===== config.mk =====
export PLATFORM = sky130hd
export DESIGN_NAME = wb_host_master
export DESIGN_NICKNAME = d
export VERILOG_FILES = /design/src/rtl/wb_host_master_pkg.sv /design/src/rtl/wb_cmd_fifo.sv /design/src/rtl/wb_host_master.sv
export SDC_FILE = /design/constraint.sdc
export NUM_CORES = 1
export LEC_CHECK = 0
export ABC_AREA = 1
export CORE_UTILIZATION = 55
export DETAILED_ROUTE_END_ITERATION = 8
export GPL_TIMING_DRIVEN = 0
export PLACE_DENSITY_LB_ADDON = 0.08
export SKIP_LAST_GASP = 1
export SLEW_MARGIN = 20
export SYNTH_ARGS = -nofsm -noshare
export SYNTH_HDL_FRONTEND = slang
export SYNTH_SLANG_ARGS = --single-unit

===== constraint.sdc =====
create_clock -name wb_clk_i -period 15.1 [get_ports wb_clk_i]
set_clock_uncertainty 0.15 [all_clocks]
set_input_delay 4.53 -clock wb_clk_i [delete_from_list [all_inputs] [get_ports wb_clk_i]]
set_output_delay 4.53 -clock wb_clk_i [all_outputs]
set_load 0.05 [all_outputs]

===== src/rtl/wb_host_master_pkg.sv =====
// Shared types and helpers for the Wishbone host master: FSM states, the
// buffered command record and the target-window check.
package wb_host_master_pkg;

    typedef enum logic [1:0] {
        IDLE = 2'd0,
        BUS  = 2'd1,
        RESP = 2'd2
    } state_t;

    localparam logic [31:0] WB_BASE_DEFAULT = 32'h3000_0000;

    // Packed layout: we at bit 68, addr 67:36, data 35:4, sel 3:0.
    typedef struct packed {
        logic        we;
        logic [31:0] addr;
        logic [31:0] data;
        logic [3:0]  sel;
    } cmd_t;

    localparam int CMD_W = $bits(cmd_t);

    // True when addr lies in [base, base + 2**win_w).
    function automatic logic in_window(input logic [31:0] addr,
                                       input logic [31:0] base,
                                       input int unsigned win_w);
        logic [32:0] diff;
        diff = {1'b0, addr} - {1'b0, base};
        return !diff[32] && ((diff[31:0] >> win_w) == 32'd0);
    endfunction

endpackage


===== src/rtl/wb_cmd_fifo.sv =====
// Synchronous command FIFO with registered occupancy count; read data is
// presented combinationally from the head slot.
module wb_cmd_fifo #(
    parameter int WIDTH = 69,
    parameter int DEPTH = 4
) (
    input  logic             clk,
    input  logic             rst,
    input  logic             push,
    input  logic             pop,
    input  logic [WIDTH-1:0] din,
    output logic [WIDTH-1:0] dout,
    output logic             full,
    output logic             empty
);

    localparam int AW = $clog2(DEPTH);
    localparam logic [AW:0] FULL_COUNT = (AW+1)'(DEPTH);

    logic [WIDTH-1:0] mem [DEPTH];
    logic [AW-1:0]    wr_ptr;
    logic [AW-1:0]    rd_ptr;
    logic [AW:0]      count;
    logic             do_push;
    logic             do_pop;

    assign do_push = push && !full;
    assign do_pop  = pop && !empty;
    assign full    = (count == FULL_COUNT);
    assign empty   = (count == '0);
    assign dout    = mem[rd_ptr];

    always_ff @(posedge clk or posedge rst) begin
        if (rst) begin
            wr_ptr <= '0;
            rd_ptr <= '0;
            count  <= '0;
        end else begin
            if (do_push) wr_ptr <= wr_ptr + AW'(1);
            if (do_pop)  rd_ptr <= rd_ptr + AW'(1);
            case ({do_push, do_pop})
                2'b10:   count <= count + (AW+1)'(1);
                2'b01:   count <= count - (AW+1)'(1);
                default: count <= count;
            endcase
        end
    end

    // Storage carries no reset; only the pointers and count define validity.
    always_ff @(posedge clk) begin
        if (do_push) mem[wr_ptr] <= din;
    end

endmodule


===== src/rtl/wb_host_master.sv =====
// Wishbone classic initiator: one single-beat bus cycle per buffered command,
// with window check, ack timeout and a held response register.
module wb_host_master
    import wb_host_master_pkg::*;
#(
    parameter logic [31:0] WISHBONE_BASE_ADDR = WB_BASE_DEFAULT,
    parameter int unsigned WINDOW_WIDTH       = 12,
    parameter int          CMD_DEPTH          = 4,
    parameter int unsigned TIMEOUT_CYCLES     = 255,
    parameter int unsigned TIMEOUT_WIDTH      = 8
) (
    input  logic        wb_clk_i,
    input  logic        wb_rst_i,
    input  logic        cmd_valid,
    output logic        cmd_ready,
    input  logic        cmd_we,
    input  logic [31:0] cmd_addr,
    input  logic [31:0] cmd_data,
    input  logic [3:0]  cmd_sel,
    output logic        rsp_valid,
    input  logic        rsp_ready,
    output logic [31:0] rsp_data,
    output logic        rsp_err,
    output logic        wbm_cyc_o,
    output logic        wbm_stb_o,
    output logic        wbm_we_o,
    output logic [3:0]  wbm_sel_o,
    output logic [31:0] wbm_adr_o,
    output logic [31:0] wbm_dat_o,
    input  logic [31:0] wbm_dat_i,
    input  logic        wbm_ack_i,
    output logic        busy
);

    localparam logic [TIMEOUT_WIDTH-1:0] WAIT_LAST = TIMEOUT_WIDTH'(TIMEOUT_CYCLES - 1);

    state_t                   state;
    logic [TIMEOUT_WIDTH-1:0] wait_cnt;
    cmd_t                     cmd_in;
    cmd_t                     head;
    logic [CMD_W-1:0]         head_bits;
    logic                     fifo_full;
    logic                     fifo_empty;
    logic                     pop;

    assign cmd_in    = {cmd_we, cmd_addr, cmd_data, cmd_sel};
    assign head      = cmd_t'(head_bits);
    assign cmd_ready = !fifo_full;
    assign pop       = (state == IDLE) && !fifo_empty;
    assign busy      = !fifo_empty || (state != IDLE);

    wb_cmd_fifo #(
        .WIDTH (CMD_W),
        .DEPTH (CMD_DEPTH)
    ) u_fifo (
        .clk   (wb_clk_i),
        .rst   (wb_rst_i),
        .push  (cmd_valid),
        .pop   (pop),
        .din   (cmd_in),
        .dout  (head_bits),
        .full  (fifo_full),
        .empty (fifo_empty)
    );

    always_ff @(posedge wb_clk_i or posedge wb_rst_i) begin
        if (wb_rst_i) begin
            state     <= IDLE;
            wait_cnt  <= '0;
            wbm_cyc_o <= 1'b0;
            wbm_stb_o <= 1'b0;
            wbm_we_o  <= 1'b0;
            wbm_sel_o <= '0;
            wbm_adr_o <= '0;
            wbm_dat_o <= '0;
            rsp_valid <= 1'b0;
            rsp_data  <= '0;
            rsp_err   <= 1'b0;
        end else begin
            case (state)
                IDLE: begin
                    if (!fifo_empty) begin
                        if (in_window(head.addr, WISHBONE_BASE_ADDR, WINDOW_WIDTH)) begin
                            wbm_cyc_o <= 1'b1;
                            wbm_stb_o <= 1'b1;
                            wbm_we_o  <= head.we;
                            wbm_sel_o <= head.sel;
                            wbm_adr_o <= head.addr;
                            wbm_dat_o <= head.data;
                            wait_cnt  <= '0;
                            state     <= BUS;
                        end else begin
                            rsp_valid <= 1'b1;
                            rsp_err   <= 1'b1;
                            rsp_data  <= '0;
                            state     <= RESP;
                        end
                    end
                end
                BUS: begin
                    // Ack is checked first so a last-cycle ack beats the timeout.
                    if (wbm_ack_i) begin
                        wbm_cyc_o <= 1'b0;
                        wbm_stb_o <= 1'b0;
                        rsp_valid <= 1'b1;
                        rsp_err   <= 1'b0;
                        rsp_data  <= wbm_we_o ? 32'd0 : wbm_dat_i;
                        state     <= RESP;
                    end else if (wait_cnt == WAIT_LAST) begin
                        wbm_cyc_o <= 1'b0;
                        wbm_stb_o <= 1'b0;
                        rsp_valid <= 1'b1;
                        rsp_err   <= 1'b1;
                        rsp_data  <= '0;
                        state     <= RESP;
                    end else begin
                        wait_cnt <= wait_cnt + TIMEOUT_WIDTH'(1);
                    end
                end
                RESP: begin
                    if (rsp_ready) begin
                        rsp_valid <= 1'b0;
                        state     <= IDLE;
                    end
                end
                default: state <= IDLE;
            endcase
        end
    end

endmodule

# [Word level (Yosys, flattened, before mapping)]
# Memory sizes are Yosys's and may differ from the RTL's.
# Index checks and enable logic that the tools add are counted.
[totals] register_bits=121 mem_bits_rw=276 inputBits=106 out_inout_bits=107 wordCells=88 mem_count=1
[mem_list] name="u_fifo.mem" depth=4 word_bits=69 read_ports=1 rd_ports_with_merged_regs=0 wr=1 line_no="wb_cmd_fifo.sv:20" source="logic [WIDTH-1:0] mem [DEPTH];"
[classes] n_addsub=6 eq_ne=13 muxes=33 bitwise=1 n_reduce_logical=21
[op_table] cell="32-bit 2-to-1 mux" n=5
[op_table] cell="32-bit one-hot mux with 2 select lines" n=1
[op_table] cell="32-bit by 30-bit subtractor with 33-bit output, second input constant" n=1
[op_table] cell="32-bit zero test" n=1
[op_table] cell="8-bit 2-to-1 mux" n=4
[op_table] cell="8-bit one-hot mux with 2 select lines" n=1
[op_table] cell="1-bit 2-to-1 mux" n=12
[op_table] cell="2-bit 2-to-1 mux" n=5
[op_table] cell="2-bit != test, second input constant" n=5
[op_table] cell="5-bit AND reduction" n=2
[op_table] cell="8-bit by 1-bit adder with 8-bit output, second input constant" n=1
[op_table] cell="8-bit equality test, second input constant" n=1
[op_table] cell="4-bit AND reduction" n=2
[op_table] cell="2-bit one-hot mux with 3 select lines" n=1
[op_table] cell="3-bit one-hot mux with 2 select lines" n=1
[op_table] cell="3-bit AND reduction" n=2
[op_table] cell="2-bit nonzero test" n=3
[op_table] cell="2-bit by 1-bit adder with 2-bit output, second input constant" n=2
[op_table] cell="2-bit by 1-bit equality test with 1-bit output, second input constant" n=2
[op_table] cell="2-bit equality test, second input constant" n=2
[op_table] cell="1-bit logical AND" n=4
[op_table] cell="1-bit one-hot mux with 2 select lines" n=2
[op_table] cell="3-bit by 1-bit adder with 3-bit output, second input constant" n=1
[op_table] cell="3-bit equality test, second input constant" n=1
[op_table] cell="10 further kinds" n=12

# [Logic depth before layout (Yosys ltp)]
# Gate-level depths: netlist of the first run.
# An unclocked memory read counts as a cell.
[logic_depth] ltp_word=7 mapped_depth=16 depth_no_buf=12

# [Cells and area by module]
# From an unflattened synthesis of the first run, not the netlist that was laid out.
[hier_totals] cells_unflattened=1407 hier_area_um2=16014.1
[modules_own_cells] mod="wb_cmd_fifo" instances=1 cells_per_inst=867 area_per_inst_um2=11374.7 seq_area_each_um2=8463.1
[modules_own_cells] mod="wb_host_master" instances=1 cells_per_inst=540 area_per_inst_um2=4639.4 seq_area_each_um2=2852.7

# [Worst setup path after synthesis of the first run]
# Ideal clock, no wire load.
[synth_path] path_type="input -> register" from="in cmd_valid" to="mem u_fifo.mem[0][0] (enable)" setup_time_ns=0.497 arrival_time_ns=7.631 required_time_ns=14.453 slack_ns=6.822 stages=2 n_path_buf=0 path_cell_list="nand2_1 > nor2_1"
[synth_between] elab_chain_len=3
[synth_lines] item="from (decl)" line_no="wb_host_master.sv:14" source="input logic cmd_valid,"
[synth_lines] item="1-bit logical AND" line_no="wb_cmd_fifo.sv:27" source="assign do_push = push && !full;"
[synth_lines] item="1-bit 2-to-1 mux" line_no="wb_cmd_fifo.sv:51" source="if (do_push) mem[wr_ptr] <= din;"
[synth_lines] item="1-bit 2-to-1 mux (implied by the code)" line_no="wb_cmd_fifo.sv:51"
[synth_lines] item="to (decl)" line_no="wb_cmd_fifo.sv:20"
# No other way between the ends.

# [Final worst setup path of the first run]
[layout_path] from="reg u_fifo.count[0]" to="out busy"
[layout_between] elab_chain_len=3
[layout_lines] item="from (decl)" line_no="wb_cmd_fifo.sv:23" source="logic [AW:0] count;"
[layout_lines] item="from (signal assigned)" line_no="wb_cmd_fifo.sv:42" source="2'b10: count <= count + (AW+1)'(1);"
[layout_lines] item="from (signal assigned)" line_no="wb_cmd_fifo.sv:43" source="2'b01: count <= count - (AW+1)'(1);"
[layout_lines] item="from (signal assigned)" line_no="wb_cmd_fifo.sv:44" source="default: count <= count;"
[layout_lines] item="3-bit zero test" line_no="wb_cmd_fifo.sv:30" source="assign empty = (count == '0);"
[layout_lines] item="1-bit zero test" line_no="wb_host_master.sv:50" source="assign busy = !fifo_empty || (state != IDLE);"
[layout_lines] item="1-bit logical OR" line_no="wb_host_master.sv:50"
[layout_lines] item="to (decl)" line_no="wb_host_master.sv:32" source="output logic busy"
# No other way between the ends.

==> results.md, run 1 <==
* Status: complete, no violations
* Slew headroom at 46.3%
* Nets at 1679
* Setup violators final at 0
* Drt initial violations at 871
* CTS root buffer: clkbuf_16
* CTS clk-pin slew, worst paths at 0.06 ns
* Worst-case reg-to-reg path depth at 12
* Hold Crit Start: wbm_adr_o[22]
* Min cycle time layout at 6.92 ns
* Per-cell routed wire length at 17.2 um
* # IOs at 213
* Via Count at 10200
* WS Path Type: flop to output pin
* Worst-skew pair later-pin latency at 0.53 ns
* Worst vdd ir at 0.0948 mV
* Total grt overflow at 0
* Synth Register Bits at 397
* Total CTS buffers at 41
* Hold EP: wbm_adr_o[22]
* DRC viols at 0
* Number of port buffers at 212
* Crit path max fanout at 8
* Via-to-Cell Ratio at 5.18
* Setup crit end kind: output pin
* Post-synthesis sequential area ratio at 73.8%
* Max frequency at 0.144 GHz
* Row count at 60
* DP HPWL at 22000 um
* Buffer count from post-CTS setup fixing at 0
* Ys Warns at 0
* DP Worst Slack at 8.21 ns
* Fin util at 72.3%
* Starting Density at 56.4%
* Crit path arrival time at 2.24 ns
* CTS H-Tree Depth at 2
* Hold depth at 2
* RSZ-0062 raised after global routing: no
* GPL Wtd Cong at 0.825
* Final instance area at 0.0196 mm2
* DIE HEIGHT at 169 um
* # clock sinks at 397
* Maxcap violations at 0
* DRT Pass-1 Iters at 5
* Actual slew at the worst max-slew pin at 0.803 ns
* P_leak at 7.88 nW
* Final wirelength at 34000 um
* Mapped cell area at 0.0153 mm2
* Yosys cell types at 29
* Power Density at 167 mW/mm2
* CTS max path bufs at 3
* Fraction of final layout cells sized beyond drive strength 1 at 6.76%
* Core area at 0.0272 mm2
* Final worst slack at 8.18 ns
* Largest net degree at the start of global routing at 79
* Critical Path RT at 10.42 ns
* First-pass GRT wire length at 53100 um
* Fin crit share at 45.8%
* Layout area overhead at 28.0%
* Die width at 169 um
* Hold WC Path Type: flop to flop
* Hold Buf Count CTS at 0
* Die area at 0.0286 mm2
* FF-to-FF End: wbm_dat_o[10]
* Total negative slack at 0 ns
* Total GRT Usage at 24.2%
* Fin. Hold Viols at 0
* TritonCTS clock tree: built
* Storage cell area at 0.0113 mm2
* Mapped Cells at 1296
* Vias in the first global route at 9968
* Startpoint types: flop
* Reg2Reg Launch Point: u_fifo.rd_ptr[1]
* Area of the multi-input gates at 0.00335 mm2
* Syn avg cell area at 11.8 um2
* Area post-placement at 0.0183 mm2
* Mapped Nets at 1410
* Cts repair resizes at 0
* Fillers at 1968
* Flop2flop setup slack at 12.13 ns
* Detail Route Antenna Nets at 0
* Max Slew Vio Count at 0
* Initial antenna violation count at 2
through the flow:
step	cells	power [mW]	hold WS [ns]
global route	1971	3.44	0.335
CTS	1970	3.29	0.320
finish	1971	3.27	0.318
global placement	1880	2.27	0.294
detailed placement	1894	2.32	0.302
floorplan	1296	1.98	0.319
power by group:
part	internal (mW)	switching (mW)
logic	0.299	0.614
registers	1.34	0.0364
clock network	0.587	0.391
total	2.23	1.04
area by class of cell:
type	instances	area share [%]
Clock inverter	13	0.739
Inverter	99	1.93
Clock buffer	63	5.96
Antenna cell	1	0.0127
Multi-Input combinational cell	734	17.0
Sequential cell	397	57.6
Buffer	66	1.71
Tap cell	372	2.37
Timing Repair Buffer	226	12.6
per-layer routing:
metal	track usage [%]	up-vias	part of all wire [%]
li1	-	4948	-
met1	32.4	4877	43
met2	40.3	315	48
met3	4.30	62	6.4
met4	8.38	2	2.5
met5	0	-	0.038
critical path: stages, from the launching register on:
cell and delay (ns):
dfrtp_1 0.41, nor3_1 0.26, nand2_1 0.26, clkdlybuf4s50_1 0.80
cells in the mapped netlist (all sizes together):
library cell | count | area (um2)
a22oi | 1 | 7.51
o22ai | 49 | 307
ha | 7 | 87.6
nand3 | 63 | 320
and3 | 1 | 6.26
nor3 | 4 | 20.0
nand2 | 309 | 1160
nand3b | 1 | 7.51
xor2 | 6 | 52.6
dfrtp | 121 | 3030
nor3b | 1 | 7.51
nor2 | 129 | 484
buf | 26 | 185
a21boi | 1 | 7.51
fa | 1 | 20.0
nand4 | 4 | 25.0
xnor2 | 4 | 35.0
edfxtp | 276 | 8290
a21oi | 2 | 10.0
inv | 99 | 372
o21ai | 151 | 756
clkbuf | 40 | 151
flip-flops by register name, summed over array words and instances (netlist names), 2 cells and up:
name / flops
u_fifo.wr_ptr: 2
u_fifo.mem: 276
state: 2
wbm_dat_o: 32
wbm_adr_o: 32
rsp_data: 32
u_fifo.count: 3
u_fifo.rd_ptr: 2
wbm_sel_o: 4
wait_cnt: 8
cells by family (layout without fill, tap and decap cells):
kind of cell / Yosys count / after routing / share of synthesized area, %
AND/OR/NAND/NOR: 512 / 512 / 13.3
other: 0 / 1 / 0
buffers and inverters: 165 / 467 / 4.62
flip-flops: 397 / 397 / 73.8
XOR/XNOR: 10 / 10 / 0.571
adder cells (fa/ha/maj): 8 / 8 / 0.701
AO/OA/AOI/OAI: 204 / 204 / 7.09
worst max-delay path by stage:
| stage | from | endpoint | depth (start not counted) |
|---|---|---|---|
| detailed placement | cmd_valid | u_fifo.mem[2][34] | 6 |
| CTS | u_fifo.count[0] | busy | 3 |
| global placement | cmd_valid | u_fifo.mem[3][34] | 3 |
| floorplan | cmd_valid | u_fifo.mem[0][0] | 2 |
| finish | u_fifo.count[0] | busy | 3 |
| global route | u_fifo.count[0] | busy | 3 |
layout by cell type (no fill, tap or decap), types with 2 or more instances in the layout:
master | synthesis | final
nor2_1 | 129 | 125
edfxtp_1 | 276 | 276
clkdlybuf4s50_1 | 0 | 212
o21ai_0 | 106 | 106
inv_1 | 96 | 95
buf_2 | 16 | 16
clkbuf_1 | 39 | 57
nand3_1 | 62 | 62
buf_6 | 8 | 8
clkinv_2 | 0 | 7
dfrtp_1 | 121 | 121
nor2_4 | 0 | 4
nand2_1 | 308 | 308
xor2_1 | 6 | 6
bufinv_16 | 0 | 3
clkbuf_8 | 0 | 2
clkbuf_16 | 0 | 43
buf_16 | 0 | 10
a21oi_1 | 2 | 2
nand4_1 | 4 | 4
nor3_1 | 4 | 4
buf_4 | 2 | 2
o21ai_1 | 45 | 45
xnor2_1 | 4 | 4
ha_1 | 7 | 7
buf_12 | 0 | 4
inv_2 | 3 | 3
o22ai_1 | 49 | 49
Note: power is estimated with default switching activity, not from simulation.
==> run 2: changes to the inputs <==
--- a/config.mk
+++ b/config.mk
@@ -6,7 +6,7 @@
 export NUM_CORES = 1
 export LEC_CHECK = 0
 export ABC_AREA = 1
-export CORE_UTILIZATION = 55
+export CORE_UTILIZATION = 49
 export DETAILED_ROUTE_END_ITERATION = 8
 export GPL_TIMING_DRIVEN = 0
 export PLACE_DENSITY_LB_ADDON = 0.08
==> constraint.sdc (replaced) <==
create_clock -name wb_clk_i -period 5.65 [get_ports wb_clk_i]
set_clock_uncertainty 0.15 [all_clocks]
set_input_delay 1.695 -clock wb_clk_i [delete_from_list [all_inputs] [get_ports wb_clk_i]]
set_output_delay 1.695 -clock wb_clk_i [all_outputs]
set_load 0.05 [all_outputs]
==> run 2 against run 1 <==
  * First-iteration DRC count is 13% lower
  * Highest routed layer unchanged
  * Combinational power grew to 2.7 times the previous value
  * Sequential cell count stayed put
  * Count of clock-buffer cells in the layout is 7 higher
  * Largest power group unchanged
==> results.md, run 2 (same netlist as run 1, synthesis figures left out) <==
* Status: complete, no violations (unchanged)
* Top reg by flops: u_fifo.mem (unchanged)
* Commonest non-fill, non-tap cell in the layout: nand2_1 (unchanged)
* DIE HEIGHT at 179 um (was 169 um)
* TritonCTS clock tree: built (unchanged)
* Largest net degree at the start of global routing at 76 (was 79)
* Die width at 179 um (was 169 um)
* CTS clk-pin slew, worst paths at 0.06 ns (about the same)
* Via-to-Cell Ratio at 5.14 (was 5.18)
* Per-cell routed wire length at 17.7 um (was 17.2 um)
* Slew headroom at 42.9% (was 46.3%)
* Total negative slack at 0 ns (unchanged)
* DRC viols at 0 (unchanged)
* Layout Cells excl Fill at 1996 (was 1971)
* Hold Crit Start: wbm_adr_o[13] (was wbm_adr_o[22])
* Power Density at 447 mW/mm2 (was 167 mW/mm2)
* Nets at 1679 (unchanged)
* Setup violators final at 0 (unchanged)
* Reg2Reg Launch Point: u_fifo.rd_ptr[1] (unchanged)
* Worst vdd ir at 0.307 mV (was 0.0948 mV)
* Layout area overhead at 28.1% (was 28.0%)
* Worst-skew pair later-pin latency at 0.54 ns (was 0.53 ns)
* Cts repair resizes at 0 (unchanged)
* Die area at 0.0320 mm2 (was 0.0286 mm2)
* P_leak at 7.88 nW (about the same)
* Initial antenna violation count at 2 (unchanged)
* DP HPWL at 22800 um (was 22000 um)
* Buffer count from post-CTS setup fixing at 0 (unchanged)
* Flop2flop setup slack at 2.70 ns (was 12.13 ns)
* Critical Path RT at 3.81 ns (was 10.42 ns)
* Area of the multi-input gates at 0.00335 mm2 (unchanged)
* Area post-placement at 0.0183 mm2 (about the same)
* # clock sinks at 397 (unchanged)
* Fin. Hold Viols at 0 (unchanged)
* Final wirelength at 35300 um (was 34000 um)
* Final instance area at 0.0197 mm2 (was 0.0196 mm2)
* Fin crit share at 73.0%
* Max frequency at 0.242 GHz
* CTS max path bufs at 3 (unchanged)
* Number of port buffers at 212 (unchanged)
* Fraction of final layout cells sized beyond drive strength 1 at 6.82% (was 6.76%)
* Core area at 0.0307 mm2 (was 0.0272 mm2)
* Fillers at 2358 (was 1968)
* Grt met3 use at 3.92% (was 4.30%)
* # IOs at 213 (unchanged)
* Starting Density at 50.0% (was 56.4%)
* RSZ-0062 raised after global routing: no (unchanged)
* CP startpoint: u_fifo.count[0] (unchanged)
* Most frequent cells in the layout: nand2_1, edfxtp_1, clkdlybuf4s50_1, nor2_1, dfrtp_1 (unchanged)
* Drt initial violations at 754 (was 871)
* Vias in the first global route at 10100 (was 9968)
* Total grt overflow at 0 (unchanged)
* Detail Route Antenna Nets at 0 (unchanged)
* WS Path Type: flop to output pin (unchanged)
* Actual slew at the worst max-slew pin at 0.851 ns (was 0.803 ns)
* Total CTS buffers at 42 (was 41)
* Hold WC Path Type: flop to flop (unchanged)
* Max FFs per register at 276 (unchanged)
* DRT Pass-1 Iters at 5 (unchanged)
* CTS root buffer: clkbuf_16 (unchanged)
* GPL Wtd Cong at 0.842 (was 0.825)
* Most used routing layer: met2 (unchanged)
* Hold Buf Count CTS at 0 (unchanged)
* Row count at 64 (was 60)
* Total GRT Usage at 22.2% (was 24.2%)
* Maxcap violations at 0 (unchanged)
* DP Cell Count at 1917 (was 1894)
* GRT met2 Usage at 37.5% (was 40.3%)
* Storage cell area at 0.0113 mm2 (unchanged)
* Crit path arrival time at 2.28 ns (was 2.24 ns)
* First-pass GRT wire length at 54200 um (was 53100 um)
* CTS H-Tree Depth at 2 (unchanged)
* Fin util at 64.1% (was 72.3%)
* Max Slew Vio Count at 0 (unchanged)
* Setup crit end kind: output pin (unchanged)
* Crit path max fanout at 8 (unchanged)
* M1 GR Usage at 29.3% (was 32.4%)
* Startpoint types: flop (unchanged)
* Min cycle time layout at 4.13 ns
* Via Count at 10300 (was 10200)
-- run 2: worst max-delay path, stage by stage, from the launching register on --
cell	delay, ns
dfrtp_1	0.41
nor3_1	0.27
nand2_1	0.28
clkdlybuf4s50_1	0.79
-- run 2: cell type report --
| class | instances | area share [%] |
|---|---|---|
| sequential | 397 | 57.6 |
| multi-input combinational | 734 | 17.0 |
| timing repair buffer | 225 | 12.3 |
| clock buffer | 70 | 6.45 |
| tap | 396 | 2.52 |
| inverter | 99 | 1.93 |
| buffer | 66 | 1.71 |
| clock inverter | 7 | 0.446 |
| antenna | 2 | 0.0255 |
-- run 2: path summary, 6_finish.rpt --
check,end,cells past startpoint
worst max-delay path,busy,3
worst min-delay path,wbm_adr_o[13],2
worst max register to register,wbm_dat_o[14],12
worst min register to register,wbm_adr_o[13],2
max in group asynchronous,wbm_adr_o[20],3
min in group asynchronous,wbm_dat_o[2],2
-- run 2: power by group --
group	leakage [nW]	switching, mW	internal (mW)
sequential	4.19	0.0979	3.59
combinational	3.03	1.66	0.778
clock	0.658	1.08	1.58
total	7.88	2.84	5.95
-- run 2: metrics by stage --
| step | worst slack (ns) | hold WS [ns] | total power [mW] |
|---|---|---|---|
| finish | 1.52 | 0.312 | 8.79 |
| CTS | 1.51 | 0.316 | 8.86 |
| floorplan | 0.207 | 0.319 | 5.29 |
| global route | 1.45 | 0.336 | 9.28 |
| global placement | -2.79 | 0.296 | 6.10 |
| detailed placement | 1.54 | 0.301 | 6.20 |
-- run 2: routing by layer --
metal | vias to the layer above | routed length [um]
met5 | - | 11
met4 | 2 | 762
met3 | 60 | 2190
met2 | 299 | 17300
met1 | 4949 | 15000
li1 | 4958 | -
==> edit (config.mk and constraints of run 2) <==
`TIMEOUT_WIDTH`: 8 -> 6.
--- a/src/rtl/wb_host_master.sv
+++ b/src/rtl/wb_host_master.sv
@@ -9,3 +9,3 @@
     parameter int unsigned TIMEOUT_CYCLES     = 255,
-    parameter int unsigned TIMEOUT_WIDTH      = 8
+    parameter int unsigned TIMEOUT_WIDTH      = 6
 ) (
Check against the original RTL: no difference found for any inputs over 4 cycles, from zero or initial values and one cycle with wb_rst_i high; that may be too few to reach the edited logic, so the function may still have changed.
==> edit against run 2 <==
Global-route usage is 0.13 points higher; total power is 1.9% lower; sequential cell count decreased by 2; cell area decreased by 0.25%; non-clock buffer count rose by 7; wire length shrank 0.52%; setup slack better by 240 ps; synthesized area decreased by 0.44%; critical path type unchanged.
==> edit: results (changes against run 2) <==
status - complete, no violations
slew margin rel. - 60.4% (+18 points)
met2 Use GR - 37.2% (-0.32 points)
Met3 Wirelength - 2170 um (-0.59%)
GR Util met1 - 30.0% (+0.64 points)
largest net degree at the start of global routing - 81 (+6.6%)
Synth Area in XOR/XNOR - 0.516% (-0.055 points)
Avg Vias per Cell - 5.18 (+0.77%)
P_leak - 7.94 nW (+0.82%)
dpl cells - 1913 (-0.21%)
reg-to-reg endpoint - wbm_dat_o[1]$_DFFE_PP0P_
synthesized area per cell - 11.8 sq um (about the same)
Hold Crit Start - wbm_adr_o[27]$_DFFE_PP0P_
DP HPWL - 23000 um (+0.95%)
met3 Use GR - 4.33% (+0.40 points)
max incr delay on CP - 730 ps (-60 ps)
pre-CTS WS - 1610 ps (+65.5 ps)
Num CTS Buffers - 40 (-4.8%)
First DRT Iteration DRCs - 543 (-28%)
synth top area cells - edfxtp_1, dfrtp_1, nand2_1
Vias - 10300 (+0.26%)
Yosys cell types - 26 (-10%)
Int Pwr - 0.00590 W (-0.92%)
post-synthesis sequential area ratio - 73.8% (about the same)
drt pass-1 iters - 4 (-1)
Seq. cell area - 0.0113 sq mm (-0.44%)
RD Place Congestion - 0.808 (-4.0%)
wire length per cell - 17.7 um (about the same)
Layout Nets - 1673 (-0.36%)
first-pass GRT wire length - 54000 um (-0.41%)
combinational power - 0.00236 W (-3%)
Switching Fraction - 31.6% (-0.67 points)
initial antenna violation count - 0 (-2)
vias in the first global route - 9945 (-1.4%)
fraction of layout cells with a size suffix above 1 - 6.92% (+0.10 points)
fraction of registers with async set/reset - 30.1% (-0.35 points)
Synth Area in Compound Gates - 5.46% (-1.6 points)
Worst R2R Setup Slack - 2590 ps (-110 ps)
setup ws final - 1760 ps (+239 ps)
hold slack - 312 ps (-0.223 ps)
DRT met1 WL - 15200 um (+1.4%)
edit: cell types whose count changed in the layout (fill, tap and decap cells not counted), moves of 5 or more:
| cell | run 2 | this run |
|---|---|---|
| inv_1 | 95 | 49 |
| buf_4 | 2 | 7 |
| o21ai_1 | 45 | 2 |
| o21ai_0 | 106 | 100 |
| clkbuf_8 | 9 | 3 |
| clkinv_2 | 2 | 8 |
| nand2_1 | 308 | 338 |
| clkinv_1 | 0 | 5 |
| buf_16 | 5 | 11 |
| nand3_1 | 62 | 124 |
edit: layout make-up:
class | count | share of cell area [%]
Tap cell | 396 | 2.53
Timing Repair Buffer | 227 | 12.8
Multi-Input combinational cell | 771 | 17.8
Clock inverter | 18 | 0.951
Buffer | 71 | 1.81
Sequential cell | 395 | 57.5
Inverter | 53 | 1.05
Clock buffer | 54 | 5.64
Antenna cell | 1 | 0.0128
